==> src/rtl/scan_mux_n_if.sv <==
//------------------------------------------------------------------------------
// Module : scan_mux_n_if
// Brief  : Bus bundle for the rotating N:1 scan selector. Optional force
//          ports are present only when SCAN_MUX_FORCE_EN is defined.
// Rev    : 1.0  initial release
//------------------------------------------------------------------------------
`default_nettype none

interface scan_mux_n_if #(
  parameter int CH = 4,
  parameter int W  = 4
);
  localparam int c_sel_w = (CH > 1) ? $clog2(CH) : 1;

  logic                en;
  logic [CH*W-1:0]     d_flat;
  logic [CH-1:0]       blank;
  logic [W-1:0]        dout;
  logic [CH-1:0]       sel_oh;
  logic [c_sel_w-1:0]  sel_idx;
  logic                slot_tick;
`ifdef SCAN_MUX_FORCE_EN
  logic                force_vld;
  logic [c_sel_w-1:0]  force_idx;

  modport master (
    output en, d_flat, blank, force_vld, force_idx,
    input  dout, sel_oh, sel_idx, slot_tick
  );
  modport slave (
    input  en, d_flat, blank, force_vld, force_idx,
    output dout, sel_oh, sel_idx, slot_tick
  );
`else
  modport master (
    output en, d_flat, blank,
    input  dout, sel_oh, sel_idx, slot_tick
  );
  modport slave (
    input  en, d_flat, blank,
    output dout, sel_oh, sel_idx, slot_tick
  );
`endif
endinterface

`default_nettype wire

==> src/rtl/scan_mux_n.sv <==
//------------------------------------------------------------------------------
// Module : scan_mux_n
// Brief  : Time-multiplexed CH:1 selector, one slot every TICK_DIV enabled
//          clocks, with registered data, one-hot strobe and index outputs.
//          Define SCAN_MUX_FORCE_EN to add the force_vld/force_idx jump ports.
// Rev    : 1.0  initial release
//------------------------------------------------------------------------------
`default_nettype none

module scan_mux_n #(
  parameter int CH       = 4,
  parameter int W        = 4,
  parameter int TICK_DIV = 50000
) (
  input  wire logic   clk,
  input  wire logic   rst_n,
  scan_mux_n_if.slave bus
);
  localparam int c_sel_w = (CH > 1) ? $clog2(CH) : 1;
  localparam int c_pw    = (TICK_DIV > 1) ? $clog2(TICK_DIV) : 1;

  logic [c_pw-1:0]    r_presc;
  logic [c_sel_w-1:0] r_idx;
  logic [W-1:0]       r_dout;
  logic [CH-1:0]      r_sel_oh;
  logic               r_slot_tick;

  logic [c_pw-1:0]    w_presc_nxt;
  logic [c_sel_w-1:0] w_idx_nxt;
  logic               w_tick_nxt;
  logic               w_tc;
  logic               w_wrap;
  logic               w_force;
  logic [W-1:0]       w_ch [CH];
  logic [W-1:0]       w_dout_nxt;
  logic [CH-1:0]      w_oh_nxt;

  genvar k;
  generate
    for (k = 0; k < CH; k++) begin : g_unpack
      assign w_ch[k] = bus.d_flat[k*W +: W];
    end
  endgenerate

  assign w_tc   = bus.en && (r_presc == c_pw'(TICK_DIV - 1));
  assign w_wrap = (r_idx == c_sel_w'(CH - 1));

`ifdef SCAN_MUX_FORCE_EN
  // Out-of-range requests are dropped so idx can never leave 0..CH-1.
  assign w_force = bus.force_vld &&
                   ({1'b0, bus.force_idx} < (c_sel_w + 1)'(CH));
`else
  assign w_force = 1'b0;
`endif

  always_comb begin
    w_presc_nxt = r_presc;
    w_idx_nxt   = r_idx;
    w_tick_nxt  = 1'b0;
    if (w_force) begin
`ifdef SCAN_MUX_FORCE_EN
      w_idx_nxt   = bus.force_idx;
`endif
      w_presc_nxt = '0;
    end else if (w_tc) begin
      w_presc_nxt = '0;
      w_idx_nxt   = w_wrap ? '0 : r_idx + 1'b1;
      w_tick_nxt  = 1'b1;
    end else if (bus.en) begin
      w_presc_nxt = r_presc + 1'b1;
    end
  end

  // Outputs derive from the next index so data, strobe and index never skew.
  always_comb begin
    w_dout_nxt = w_ch[w_idx_nxt];
    w_oh_nxt   = CH'(1) << w_idx_nxt;
    if (bus.blank[w_idx_nxt]) begin
      w_dout_nxt = '0;
      w_oh_nxt   = '0;
    end
  end

  always_ff @(posedge clk or negedge rst_n) begin
    if (!rst_n) begin
      r_presc     <= '0;
      r_idx       <= '0;
      r_dout      <= '0;
      r_sel_oh    <= '0;
      r_slot_tick <= 1'b0;
    end else begin
      r_presc     <= w_presc_nxt;
      r_idx       <= w_idx_nxt;
      r_dout      <= w_dout_nxt;
      r_sel_oh    <= w_oh_nxt;
      r_slot_tick <= w_tick_nxt;
    end
  end

  assign bus.dout      = r_dout;
  assign bus.sel_oh    = r_sel_oh;
  assign bus.sel_idx   = r_idx;
  assign bus.slot_tick = r_slot_tick;

endmodule

`default_nettype wire

==> src/flat_wrapper.sv <==
// flat-port wrapper written by rule: the top's interface ports become plain ports
module scan_mux_n_flat 
#(
  parameter int CH       = 4,
  parameter int W        = 4,
  parameter int TICK_DIV = 50000
)
  (clk, rst_n, bus_en, bus_d_flat, bus_blank, bus_dout, bus_sel_oh, bus_sel_idx, bus_slot_tick);
  scan_mux_n_if #(.CH(CH), .W(W)) bus_i ();
  input  wire logic clk;
  input  wire logic rst_n;
  input wire logic [$bits(bus_i.en)-1:0] bus_en;
  input wire logic [$bits(bus_i.d_flat)-1:0] bus_d_flat;
  input wire logic [$bits(bus_i.blank)-1:0] bus_blank;
  output wire logic [$bits(bus_i.dout)-1:0] bus_dout;
  output wire logic [$bits(bus_i.sel_oh)-1:0] bus_sel_oh;
  output wire logic [$bits(bus_i.sel_idx)-1:0] bus_sel_idx;
  output wire logic [$bits(bus_i.slot_tick)-1:0] bus_slot_tick;
  assign bus_i.en = bus_en;
  assign bus_i.d_flat = bus_d_flat;
  assign bus_i.blank = bus_blank;
  assign bus_dout = bus_i.dout;
  assign bus_sel_oh = bus_i.sel_oh;
  assign bus_sel_idx = bus_i.sel_idx;
  assign bus_slot_tick = bus_i.slot_tick;
  scan_mux_n #(.CH(CH), .W(W), .TICK_DIV(TICK_DIV)) u_core (.clk(clk), .rst_n(rst_n), .bus(bus_i));
endmodule
==> config.mk <==
export PLATFORM = sky130hd
export DESIGN_NAME = scan_mux_n_flat
export DESIGN_NICKNAME = d
export VERILOG_FILES = /design/src/rtl/scan_mux_n_if.sv /design/src/rtl/scan_mux_n.sv /design/src/flat_wrapper.sv
export SDC_FILE = /design/constraint.sdc
export NUM_CORES = 1
export LEC_CHECK = 0
export BUFFER_PORTS_ARGS = -buffer_cell sky130_fd_sc_hd__buf_4
export CAP_MARGIN = 10
export CELL_PAD_IN_SITES_DETAIL_PLACEMENT = 1
export CELL_PAD_IN_SITES_GLOBAL_PLACEMENT = 1
export CORE_UTILIZATION = 39
export CTS_BUF_LIST = sky130_fd_sc_hd__clkbuf_8 sky130_fd_sc_hd__clkbuf_16
export DETAILED_ROUTE_END_ITERATION = 7
export GPL_ROUTABILITY_DRIVEN = 0
export PLACE_DENSITY = 0.77
export RECOVER_POWER = 50
export SLEW_MARGIN = 20
export SYNTH_ARGS = -nofsm -noshare
export SYNTH_HDL_FRONTEND = slang
export SYNTH_SLANG_ARGS = --single-unit
==> constraint.sdc <==
create_clock -name clk -period 3.1 [get_ports clk]
set_input_delay 0.93 -clock clk [delete_from_list [all_inputs] [get_ports clk]]
set_output_delay 0.93 -clock clk [all_outputs]
set_load 0.03 [all_outputs]
==> results of run 1 <==
worst max-delay path: stages:
cell and delay [ps]:
sky130_fd_sc_hd__buf_4 120, sky130_fd_sc_hd__nand4_1 190, sky130_fd_sc_hd__nor4_4 480, sky130_fd_sc_hd__mux2i_1 490, sky130_fd_sc_hd__nand2_1 150, sky130_fd_sc_hd__a32oi_1 260
sky130_fd_sc_hd__buf_4 190, sky130_fd_sc_hd__a221oi_2 40
cell type report:
| type | instances | area [µm²] |
|---|---|---|
| fill | 374 | 1440 |
| sequential | 27 | 676 |
| tap | 44 | 55.1 |
| clock buffer | 3 | 41.3 |
| timing repair buffer | 37 | 274 |
| clock inverter | 1 | 5.00 |
| multi-input combinational | 93 | 597 |
| inverter | 4 | 15.0 |
layout by cell type, fill, tap and decap left out, drive strengths merged:
master    n
a21oi     9
a221oi    4
a311oi    1
a31oi     1
a32oi     1
and3      1
buf      36
clkbuf    4
clkinv    1
dfrtp    27
ha        2
inv       4
mux2i     2
nand2    20
nand3     4
nand4     3
nand4bb   2
nor2     15
nor2b     1
nor3      5
nor4      1
o21ai     2
o22ai     1
or2       1
or3       2
or3b      1
or4b      1
xnor2     5
xor2      8
per-stage QoR:
stage          hold slack (ps)  utilization (%)  total power [W]
2_1_floorplan              448                -         0.000490
5_1_grt                    527             53.6         0.000784
3_3_place_gp               470             52.2         0.000541
6_report                   506             53.6         0.000744
3_5_place_dp               492             52.2         0.000550
4_1_cts                    506             53.7         0.000754
logic make-up after synthesis:
logic type	Yosys count
adders and majority gates	2
and+or+nand+nor	57
xor gates and xnor gates	13
buffers and inverters	7
DFF	27
muxes	2
AOI/OAI and AO/OA	19
sequential cells by signal (all words and copies together), names as in the netlist:
signal and count:
u_core.bus.sel_oh 4, u_core.bus.slot_tick 1, u_core.bus.sel_idx 2, u_core.r_presc 16
u_core.bus.dout 4
metal layers:
| metal | vias up | routed length (µm) | track usage (%) |
|---|---|---|---|
| met1 | 534 | 1370 | 23.4 |
| met2 | 26 | 1640 | 34.3 |
| met5 | - | 0 | 0 |
| met4 | 0 | 14 | 3.99 |
| li1 | 518 | - | - |
| met3 | 2 | 110 | 5.19 |
worst min-delay path by stage:
stage                                  from                end  slack, ps  depth (start not counted)
after floorplan           u_core.r_presc[5]  u_core.r_presc[5]        450                          1
after global placement    u_core.r_presc[5]  u_core.r_presc[5]        470                          1
after detailed placement  u_core.r_presc[5]  u_core.r_presc[5]        490                          1
after CTS                 u_core.r_presc[7]  u_core.r_presc[7]        510                          1
after global routing      u_core.r_presc[7]  u_core.r_presc[7]        530                          1
final                     u_core.r_presc[5]  u_core.r_presc[5]        510                          1
report_power, final:
group	total (W)	leakage, nW	internal [W]	switching (W)
Clock	0.000202	0.0255	0.0000902	0.000111
Combinational	0.000117	0.445	0.0000595	0.0000575
Sequential	0.000426	0.361	0.000388	0.0000371
Total	0.000744	0.832	0.000538	0.000206
==> impl_results.html, run 1 <==
<table>
<tr><th>Metric</th><th>Value</th></tr>
<tr><th colspan="2">Synthesis</th></tr>
<tr><td>Most common cell in the synthesized netlist</td><td>sky130_fd_sc_hd__dfrtp_1</td></tr>
<tr><td>Syn nets</td><td>152</td></tr>
<tr><td>Yosys cell types</td><td>28</td></tr>
<tr><td>Area leader, netlist</td><td>sky130_fd_sc_hd__dfrtp_1</td></tr>
<tr><td>Sequential area share after synthesis</td><td>roughly half</td></tr>
<tr><td>Area share of the leading cell type in the synthesized netlist</td><td>between 50% and 60%</td></tr>
<tr><td>XOR/XNOR Fraction of Synth Area</td><td>under 10%</td></tr>
<tr><td>Async set-or-reset flop fraction in the synthesized netlist</td><td>100%</td></tr>
<tr><td>Dominant combinational cell family by area after synthesis</td><td>simple AND/OR/NAND/NOR gates</td></tr>
<tr><td>Multiplexer share of the synthesized area</td><td>1.54%</td></tr>
<tr><td>Share of synthesized cell area in full adder, half adder and majority cells</td><td>just under 2%</td></tr>
<tr><td>Top cell types by occurrence after synthesis</td><td>27 x sky130_fd_sc_hd__dfrtp_1, 20 x sky130_fd_sc_hd__nand2_1, 15 x sky130_fd_sc_hd__nor2_1</td></tr>
<tr><td>Area contributors post-synth</td><td>sky130_fd_sc_hd__dfrtp_1 52%, sky130_fd_sc_hd__nand2_1 5.8%, sky130_fd_sc_hd__xor2_1 5.4%</td></tr>
<tr><td>Cell area after technology mapping</td><td>between 1000 and 1500 µm²</td></tr>
<tr><td>Area fraction in and, or, nand and nor cells after synthesis</td><td>22.5%</td></tr>
<tr><td>Number of flops mapped to enable cells by yosys</td><td>0</td></tr>
<tr><td>Complex-gate fraction of the synthesized area</td><td>11.2%</td></tr>
<tr><td>Post-Synthesis Cells</td><td>~130</td></tr>
<tr><td>Synthesis Warnings</td><td>0</td></tr>
<tr><td>Yosys reg bits</td><td>27</td></tr>
<tr><td>Average cell area after synthesis</td><td>just over 10 µm²</td></tr>
<tr><td>Most instantiated flip-flop cell in the synthesis netlist</td><td>sky130_fd_sc_hd__dfrtp_1</td></tr>
<tr><th colspan="2">Pwr</th></tr>
<tr><td>IR drop worst, VDD</td><td>roughly 0.36 mV</td></tr>
<tr><td>Leakage power summed over all cells</td><td>around 0.83 nW</td></tr>
<tr><td>PwrDens</td><td>about 450 nW/µm²</td></tr>
<tr><th colspan="2">Final layout</th></tr>
<tr><td>Post-layout instance count excluding filler cells</td><td>~210</td></tr>
<tr><td>Final-stage net count</td><td>roughly 190</td></tr>
<tr><td>Share of cells above drive strength 1</td><td>29.1%</td></tr>
<tr><td>Area added between synthesis and finish</td><td>27.9%</td></tr>
<tr><td>Final antenna diode count</td><td>0</td></tr>
<tr><td>Post-route design area</td><td>around 1700 µm²</td></tr>
<tr><th colspan="2">Placed design</th></tr>
<tr><td>Placed instance count</td><td>~210</td></tr>
<tr><td>Placed wire-length estimate after detailed placement</td><td>2400 µm</td></tr>
<tr><td>Count of buffers inserted at the top-level ports</td><td>33</td></tr>
<tr><td>Pre-CTS worst setup slack</td><td>between 100 and 150 ps</td></tr>
<tr><td>Area after DPL</td><td>1620 µm²</td></tr>
<tr><th colspan="2">Timing</th></tr>
<tr><td>Sum of negative setup slack</td><td>0 ps</td></tr>
<tr><td>Worst slew pin tran</td><td>~1500 ps</td></tr>
<tr><td>Unrepaired setup endpoints after global routing</td><td>false</td></tr>
<tr><td>Worst path setup slack after routing</td><td>around 400 ps</td></tr>
<tr><td>Max Clock Freq</td><td>about 370 MHz</td></tr>
<tr><td>Share of the cycle needed by the critical path after routing</td><td>between 80 and 90%</td></tr>
<tr><td>Number of hold-slack violations in the final timing report</td><td>0</td></tr>
<tr><td>Count of endpoints failing setup in the final report</td><td>0</td></tr>
<tr><td>Pins Over Slew Limit</td><td>0</td></tr>
<tr><td>Tightest slew margin relative to the limit</td><td>roughly 3.2%</td></tr>
<tr><td>Largest clock skew in the final design</td><td>6.01 ps</td></tr>
<tr><td>Final critical-path required period</td><td>roughly 2700 ps</td></tr>
<tr><th colspan="2">Critical path</th></tr>
<tr><td>Setup slack on the worst flop-to-flop path</td><td>~490 ps</td></tr>
<tr><td>Maximum fanout along the worst path</td><td>8</td></tr>
<tr><td>Data arrival time of the worst path</td><td>around 2900 ps</td></tr>
<tr><td>Worst setup path startpoint</td><td>bus_en</td></tr>
<tr><td>Depth of the worst register-to-register path</td><td>7</td></tr>
<tr><td>Data required time of the worst path</td><td>around 3300 ps</td></tr>
<tr><td>CP endpoint kind</td><td>flop</td></tr>
<tr><td>Startpoint class of the critical path</td><td>primary input</td></tr>
<tr><td>FF-to-FF End</td><td>u_core.bus.dout[2]</td></tr>
<tr><td>Worst setup path endpoint</td><td>u_core.bus.dout[2]</td></tr>
<tr><td>Startpoint-to-endpoint class of the critical path</td><td>in -&gt; reg</td></tr>
<tr><td>Worst R2R Start</td><td>u_core.r_presc[11]</td></tr>
<tr><th colspan="2">Drt</th></tr>
<tr><td>Total routed wirelength</td><td>~3100 µm</td></tr>
<tr><td>Number of DRC markers in iteration 0</td><td>17</td></tr>
<tr><td>Total via count after detailed routing</td><td>~1100</td></tr>
<tr><td>Post-DR wirelength/cell</td><td>15.0 µm</td></tr>
<tr><td>Count of unresolved DRC violations after routing</td><td>0</td></tr>
<tr><td>Number of vias per cell after detailed routing</td><td>just over 5</td></tr>
<tr><td>Number of detailed-routing iterations run before antenna repair</td><td>4</td></tr>
<tr><td>Antenna Violating Nets Remaining</td><td>0</td></tr>
<tr><th colspan="2">Floorplan</th></tr>
<tr><td>Area enclosed by the die boundary</td><td>approximately 3600 µm²</td></tr>
<tr><td>DIE WIDTH</td><td>around 60 µm</td></tr>
<tr><td>Initial cell density of the core</td><td>41.9%</td></tr>
<tr><td>Vertical die dimension</td><td>59.7 µm</td></tr>
<tr><td>Cell Rows</td><td>20</td></tr>
<tr><td>I/O Pins</td><td>34</td></tr>
<tr><td>Core area</td><td>3100 µm²</td></tr>
<tr><th colspan="2">Hold path</th></tr>
<tr><td>Class of the most critical hold timing path</td><td>reg -&gt; reg</td></tr>
<tr><th colspan="2">Status</th></tr>
<tr><td>Outcome</td><td>complete, no violations</td></tr>
<tr><th colspan="2">Clock tree</th></tr>
<tr><td>Clk_lat worst skew</td><td>about 280 ps</td></tr>
<tr><td>Clock tree from TritonCTS</td><td>built</td></tr>
<tr><td>Cts repair resizes</td><td>0</td></tr>
<tr><td># hold bufs at CTS</td><td>0</td></tr>
<tr><td>Clock transition at the registers of the reported paths</td><td>about 90 ps</td></tr>
<tr><td>Total number of clock tree sinks</td><td>27</td></tr>
<tr><td>Master cell of the clock root buffer</td><td>sky130_fd_sc_hd__clkbuf_8</td></tr>
<tr><td>Deepest level of the CTS H-tree</td><td>1</td></tr>
<tr><td>TritonCTS Buffers</td><td>3</td></tr>
<tr><td>Clock tree buffer depth</td><td>2</td></tr>
<tr><td>Number of setup buffers added after CTS</td><td>0</td></tr>
<tr><th colspan="2">Global routing</th></tr>
<tr><td>Number of global-route vias before repair</td><td>around 1100</td></tr>
<tr><td>Number of antenna violations at the first check in global routing</td><td>0</td></tr>
<tr><td>Sum of overflow across all layers after global routing</td><td>0</td></tr>
<tr><td>GRT Util Overall</td><td>around 19%</td></tr>
<tr><td>First-pass GRT wire length</td><td>5040 µm</td></tr>
<tr><td>Maximum number of pins on one net before global-route repair</td><td>28</td></tr>
<tr><th colspan="2">Run</th></tr>
<tr><td>Max-cap check violation count</td><td>0</td></tr>
</table>
Power figures use the tool's default switching activity.
==> inputs of run 2 (changes only) <==
PLACE_DENSITY = not set   (was 0.77)
PLACE_DENSITY_LB_ADDON = 0.1   (was not set)
==> impl_results.html, run 2 (same netlist as run 1, synthesis figures left out) <==
<table>
<tr><th>Metric</th><th>Value</th></tr>
<tr><th colspan="2">Global routing</th></tr>
<tr><td>Maximum number of pins on one net before global-route repair</td><td>28 (unchanged)</td></tr>
<tr><td>GRT Util Overall</td><td>19.6% (was 19.3%)</td></tr>
<tr><td>Number of global-route vias before repair</td><td>1138 (was 1118)</td></tr>
<tr><td>Number of antenna violations at the first check in global routing</td><td>0 (unchanged)</td></tr>
<tr><td>First-pass GRT wire length</td><td>5150 µm (was 5040 µm)</td></tr>
<tr><td>Sum of overflow across all layers after global routing</td><td>0 (unchanged)</td></tr>
<tr><th colspan="2">Timing</th></tr>
<tr><td>Sum of negative setup slack</td><td>0 ps (unchanged)</td></tr>
<tr><td>Pins Over Slew Limit</td><td>0 (unchanged)</td></tr>
<tr><td>Share of the cycle needed by the critical path after routing</td><td>86.5% (was 87.5%)</td></tr>
<tr><td>Tightest slew margin relative to the limit</td><td>6.38% (was 3.18%)</td></tr>
<tr><td>Hold slack</td><td>492 ps (was 506 ps)</td></tr>
<tr><td>Count of endpoints failing setup in the final report</td><td>0 (unchanged)</td></tr>
<tr><td>Unrepaired setup endpoints after global routing</td><td>false (unchanged)</td></tr>
<tr><td>Max Clock Freq</td><td>373 MHz (was 369 MHz)</td></tr>
<tr><td>Final critical-path required period</td><td>2680 ps (was 2710 ps)</td></tr>
<tr><td>Worst slew pin tran</td><td>1400 ps (was 1450 ps)</td></tr>
<tr><td>Worst path setup slack after routing</td><td>418 ps (was 389 ps)</td></tr>
<tr><td>Number of hold-slack violations in the final timing report</td><td>0 (unchanged)</td></tr>
<tr><td>Largest clock skew in the final design</td><td>6.23 ps (was 6.01 ps)</td></tr>
<tr><th colspan="2">Final layout</th></tr>
<tr><td>Share of cells above drive strength 1</td><td>28.0% (was 29.1%)</td></tr>
<tr><td>Area added between synthesis and finish</td><td>27.2% (was 27.9%)</td></tr>
<tr><td>Commonest non-fill, non-tap cell in the layout</td><td>sky130_fd_sc_hd__buf_4 (unchanged)</td></tr>
<tr><td>Flip-flop count of the largest register, all copies and words added</td><td>16 (unchanged)</td></tr>
<tr><td>Final antenna diode count</td><td>0 (unchanged)</td></tr>
<tr><td>Top library cells by usage in the layout, fill and taps aside</td><td>35 x sky130_fd_sc_hd__buf_4, 27 x sky130_fd_sc_hd__dfrtp_1, 20 x sky130_fd_sc_hd__nand2_1 (was 36 x sky130_fd_sc_hd__buf_4, 27 x sky130_fd_sc_hd__dfrtp_1, 20 x sky130_fd_sc_hd__nand2_1)</td></tr>
<tr><td>Post-layout instance count excluding filler cells</td><td>208 (was 209)</td></tr>
<tr><td>Utilization of the core after routing</td><td>53.3% (was 53.6%)</td></tr>
<tr><td>Final-stage net count</td><td>190 (was 191)</td></tr>
<tr><td>Count of fill cells added during filler insertion</td><td>375 (was 374)</td></tr>
<tr><td>Reg with most FFs</td><td>u_core.r_presc (unchanged)</td></tr>
<tr><th colspan="2">Placed design</th></tr>
<tr><td>Count of buffers inserted at the top-level ports</td><td>33 (unchanged)</td></tr>
<tr><td>Pre-CTS worst setup slack</td><td>129 ps (was 104 ps)</td></tr>
<tr><td>Placed wire-length estimate after detailed placement</td><td>2380 µm (was 2400 µm)</td></tr>
<tr><td>Placed instance count</td><td>204 (was 205)</td></tr>
<tr><th colspan="2">Clock tree</th></tr>
<tr><td>Number of setup buffers added after CTS</td><td>0 (unchanged)</td></tr>
<tr><td>Master cell of the clock root buffer</td><td>sky130_fd_sc_hd__clkbuf_8 (unchanged)</td></tr>
<tr><td>Clock tree from TritonCTS</td><td>built (unchanged)</td></tr>
<tr><td>TritonCTS Buffers</td><td>3 (unchanged)</td></tr>
<tr><td>Clock transition at the registers of the reported paths</td><td>100 ps (was 90 ps)</td></tr>
<tr><td>Clock tree buffer depth</td><td>2 (unchanged)</td></tr>
<tr><td># hold bufs at CTS</td><td>0 (unchanged)</td></tr>
<tr><td>Total number of clock tree sinks</td><td>27 (unchanged)</td></tr>
<tr><td>Cts repair resizes</td><td>0 (unchanged)</td></tr>
<tr><td>Clk_lat worst skew</td><td>270 ps (was 280 ps)</td></tr>
<tr><td>Deepest level of the CTS H-tree</td><td>1 (unchanged)</td></tr>
<tr><th colspan="2">Pwr</th></tr>
<tr><td>PwrDens</td><td>445 nW/µm² (was 447 nW/µm²)</td></tr>
<tr><td>IR drop worst, VDD</td><td>0.180 mV (was 0.360 mV)</td></tr>
<tr><td>Leakage power summed over all cells</td><td>0.828 nW (was 0.832 nW)</td></tr>
<tr><th colspan="2">Floorplan</th></tr>
<tr><td>I/O Pins</td><td>34 (unchanged)</td></tr>
<tr><td>Core area</td><td>3100 µm² (unchanged)</td></tr>
<tr><td>Initial cell density of the core</td><td>41.9% (unchanged)</td></tr>
<tr><td>Area enclosed by the die boundary</td><td>3570 µm² (unchanged)</td></tr>
<tr><td>Vertical die dimension</td><td>59.7 µm (unchanged)</td></tr>
<tr><td>DIE WIDTH</td><td>59.7 µm (unchanged)</td></tr>
<tr><td>Cell Rows</td><td>20 (unchanged)</td></tr>
<tr><th colspan="2">Critical path</th></tr>
<tr><td>Data required time of the worst path</td><td>3220 ps (was 3260 ps)</td></tr>
<tr><td>Startpoint-to-endpoint class of the critical path</td><td>in -&gt; reg (unchanged)</td></tr>
<tr><td>Startpoint class of the critical path</td><td>primary input (unchanged)</td></tr>
<tr><td>Data arrival time of the worst path</td><td>2810 ps (was 2870 ps)</td></tr>
<tr><td>Maximum fanout along the worst path</td><td>13 (was 8)</td></tr>
<tr><td>CP endpoint kind</td><td>flop (unchanged)</td></tr>
<tr><th colspan="2">Run</th></tr>
<tr><td>Max-cap check violation count</td><td>0 (unchanged)</td></tr>
<tr><th colspan="2">Drt</th></tr>
<tr><td>Total routed wirelength</td><td>2990 µm (was 3140 µm)</td></tr>
<tr><td>Total via count after detailed routing</td><td>1068 (was 1080)</td></tr>
<tr><td>Antenna Violating Nets Remaining</td><td>0 (unchanged)</td></tr>
<tr><td>Count of unresolved DRC violations after routing</td><td>0 (unchanged)</td></tr>
<tr><td>Number of vias per cell after detailed routing</td><td>5.13 (was 5.17)</td></tr>
<tr><td>Number of detailed-routing iterations run before antenna repair</td><td>4 (unchanged)</td></tr>
<tr><td>Number of DRC markers in iteration 0</td><td>37 (was 17)</td></tr>
<tr><td>Post-DR wirelength/cell</td><td>14.4 µm (was 15.0 µm)</td></tr>
<tr><th colspan="2">Status</th></tr>
<tr><td>Outcome</td><td>complete, no violations (unchanged)</td></tr>
<tr><th colspan="2">Hold path</th></tr>
<tr><td>Class of the most critical hold timing path</td><td>reg -&gt; reg (unchanged)</td></tr>
</table>
-- run 2: area by class of cell --
class                   count  area [µm²]  share of cell area (%)
flip-flops and latches     27         676                    40.8
clock buffers               3        41.3                    2.50
inverters                   4        15.0                   0.908
multi-input cells          93         597                    36.1
repair buffers             36         267                    16.1
well taps                  44        55.1                    3.33
clock inverters             1        3.75                   0.227
-- run 2: worst paths after layout --
path                                    startpoint               endpoint  slack [ps]  depth (start not counted)
min in group asynchronous                    rst_n      u_core.r_presc[8]         970                          1
max in group asynchronous                    rst_n  u_core.bus.sel_idx[1]        1310                          1
worst max register to register  u_core.r_presc[11]     u_core.bus.dout[3]         500                          7
worst max-delay path                        bus_en     u_core.bus.dout[3]         420                          8
worst min register to register   u_core.r_presc[5]      u_core.r_presc[5]         490                          1
worst min-delay path             u_core.r_presc[5]      u_core.r_presc[5]         490                          1
-- run 2: where the power goes --
part	internal [W]	switching (W)	total, W
combinational	0.0000589	0.0000546	0.000113
sequential	0.000388	0.0000376	0.000426
clock	0.0000887	0.000108	0.000197
total	0.000536	0.000200	0.000736
-- run 2: per-layer routing --
| metal | track usage (%) | routed length [µm] | vias to the layer above |
|---|---|---|---|
| met5 | 0 | 0 | - |
| met3 | 3.46 | 109 | 2 |
| met4 | 6.98 | 19 | 0 |
| met1 | 22.6 | 1230 | 533 |
| met2 | 36.0 | 1630 | 22 |
| li1 | - | - | 511 |
-- run 2: critical path, stage by stage --
cell                       delay, ps
sky130_fd_sc_hd__buf_4           120
sky130_fd_sc_hd__nand4_1         190
sky130_fd_sc_hd__nor4_4          460
sky130_fd_sc_hd__mux2i_1         250
sky130_fd_sc_hd__buf_4           210
sky130_fd_sc_hd__nand2_1          70
sky130_fd_sc_hd__a32oi_1         520
sky130_fd_sc_hd__a221oi_2         60
-- run 2: stage by stage --
step                      area (µm²)  total power (W)
after floorplan                 1300         0.000490
after global placement          1610         0.000539
after detailed placement        1610         0.000549
after CTS                       1660         0.000740
after global routing            1650         0.000778
final                           1650         0.000736
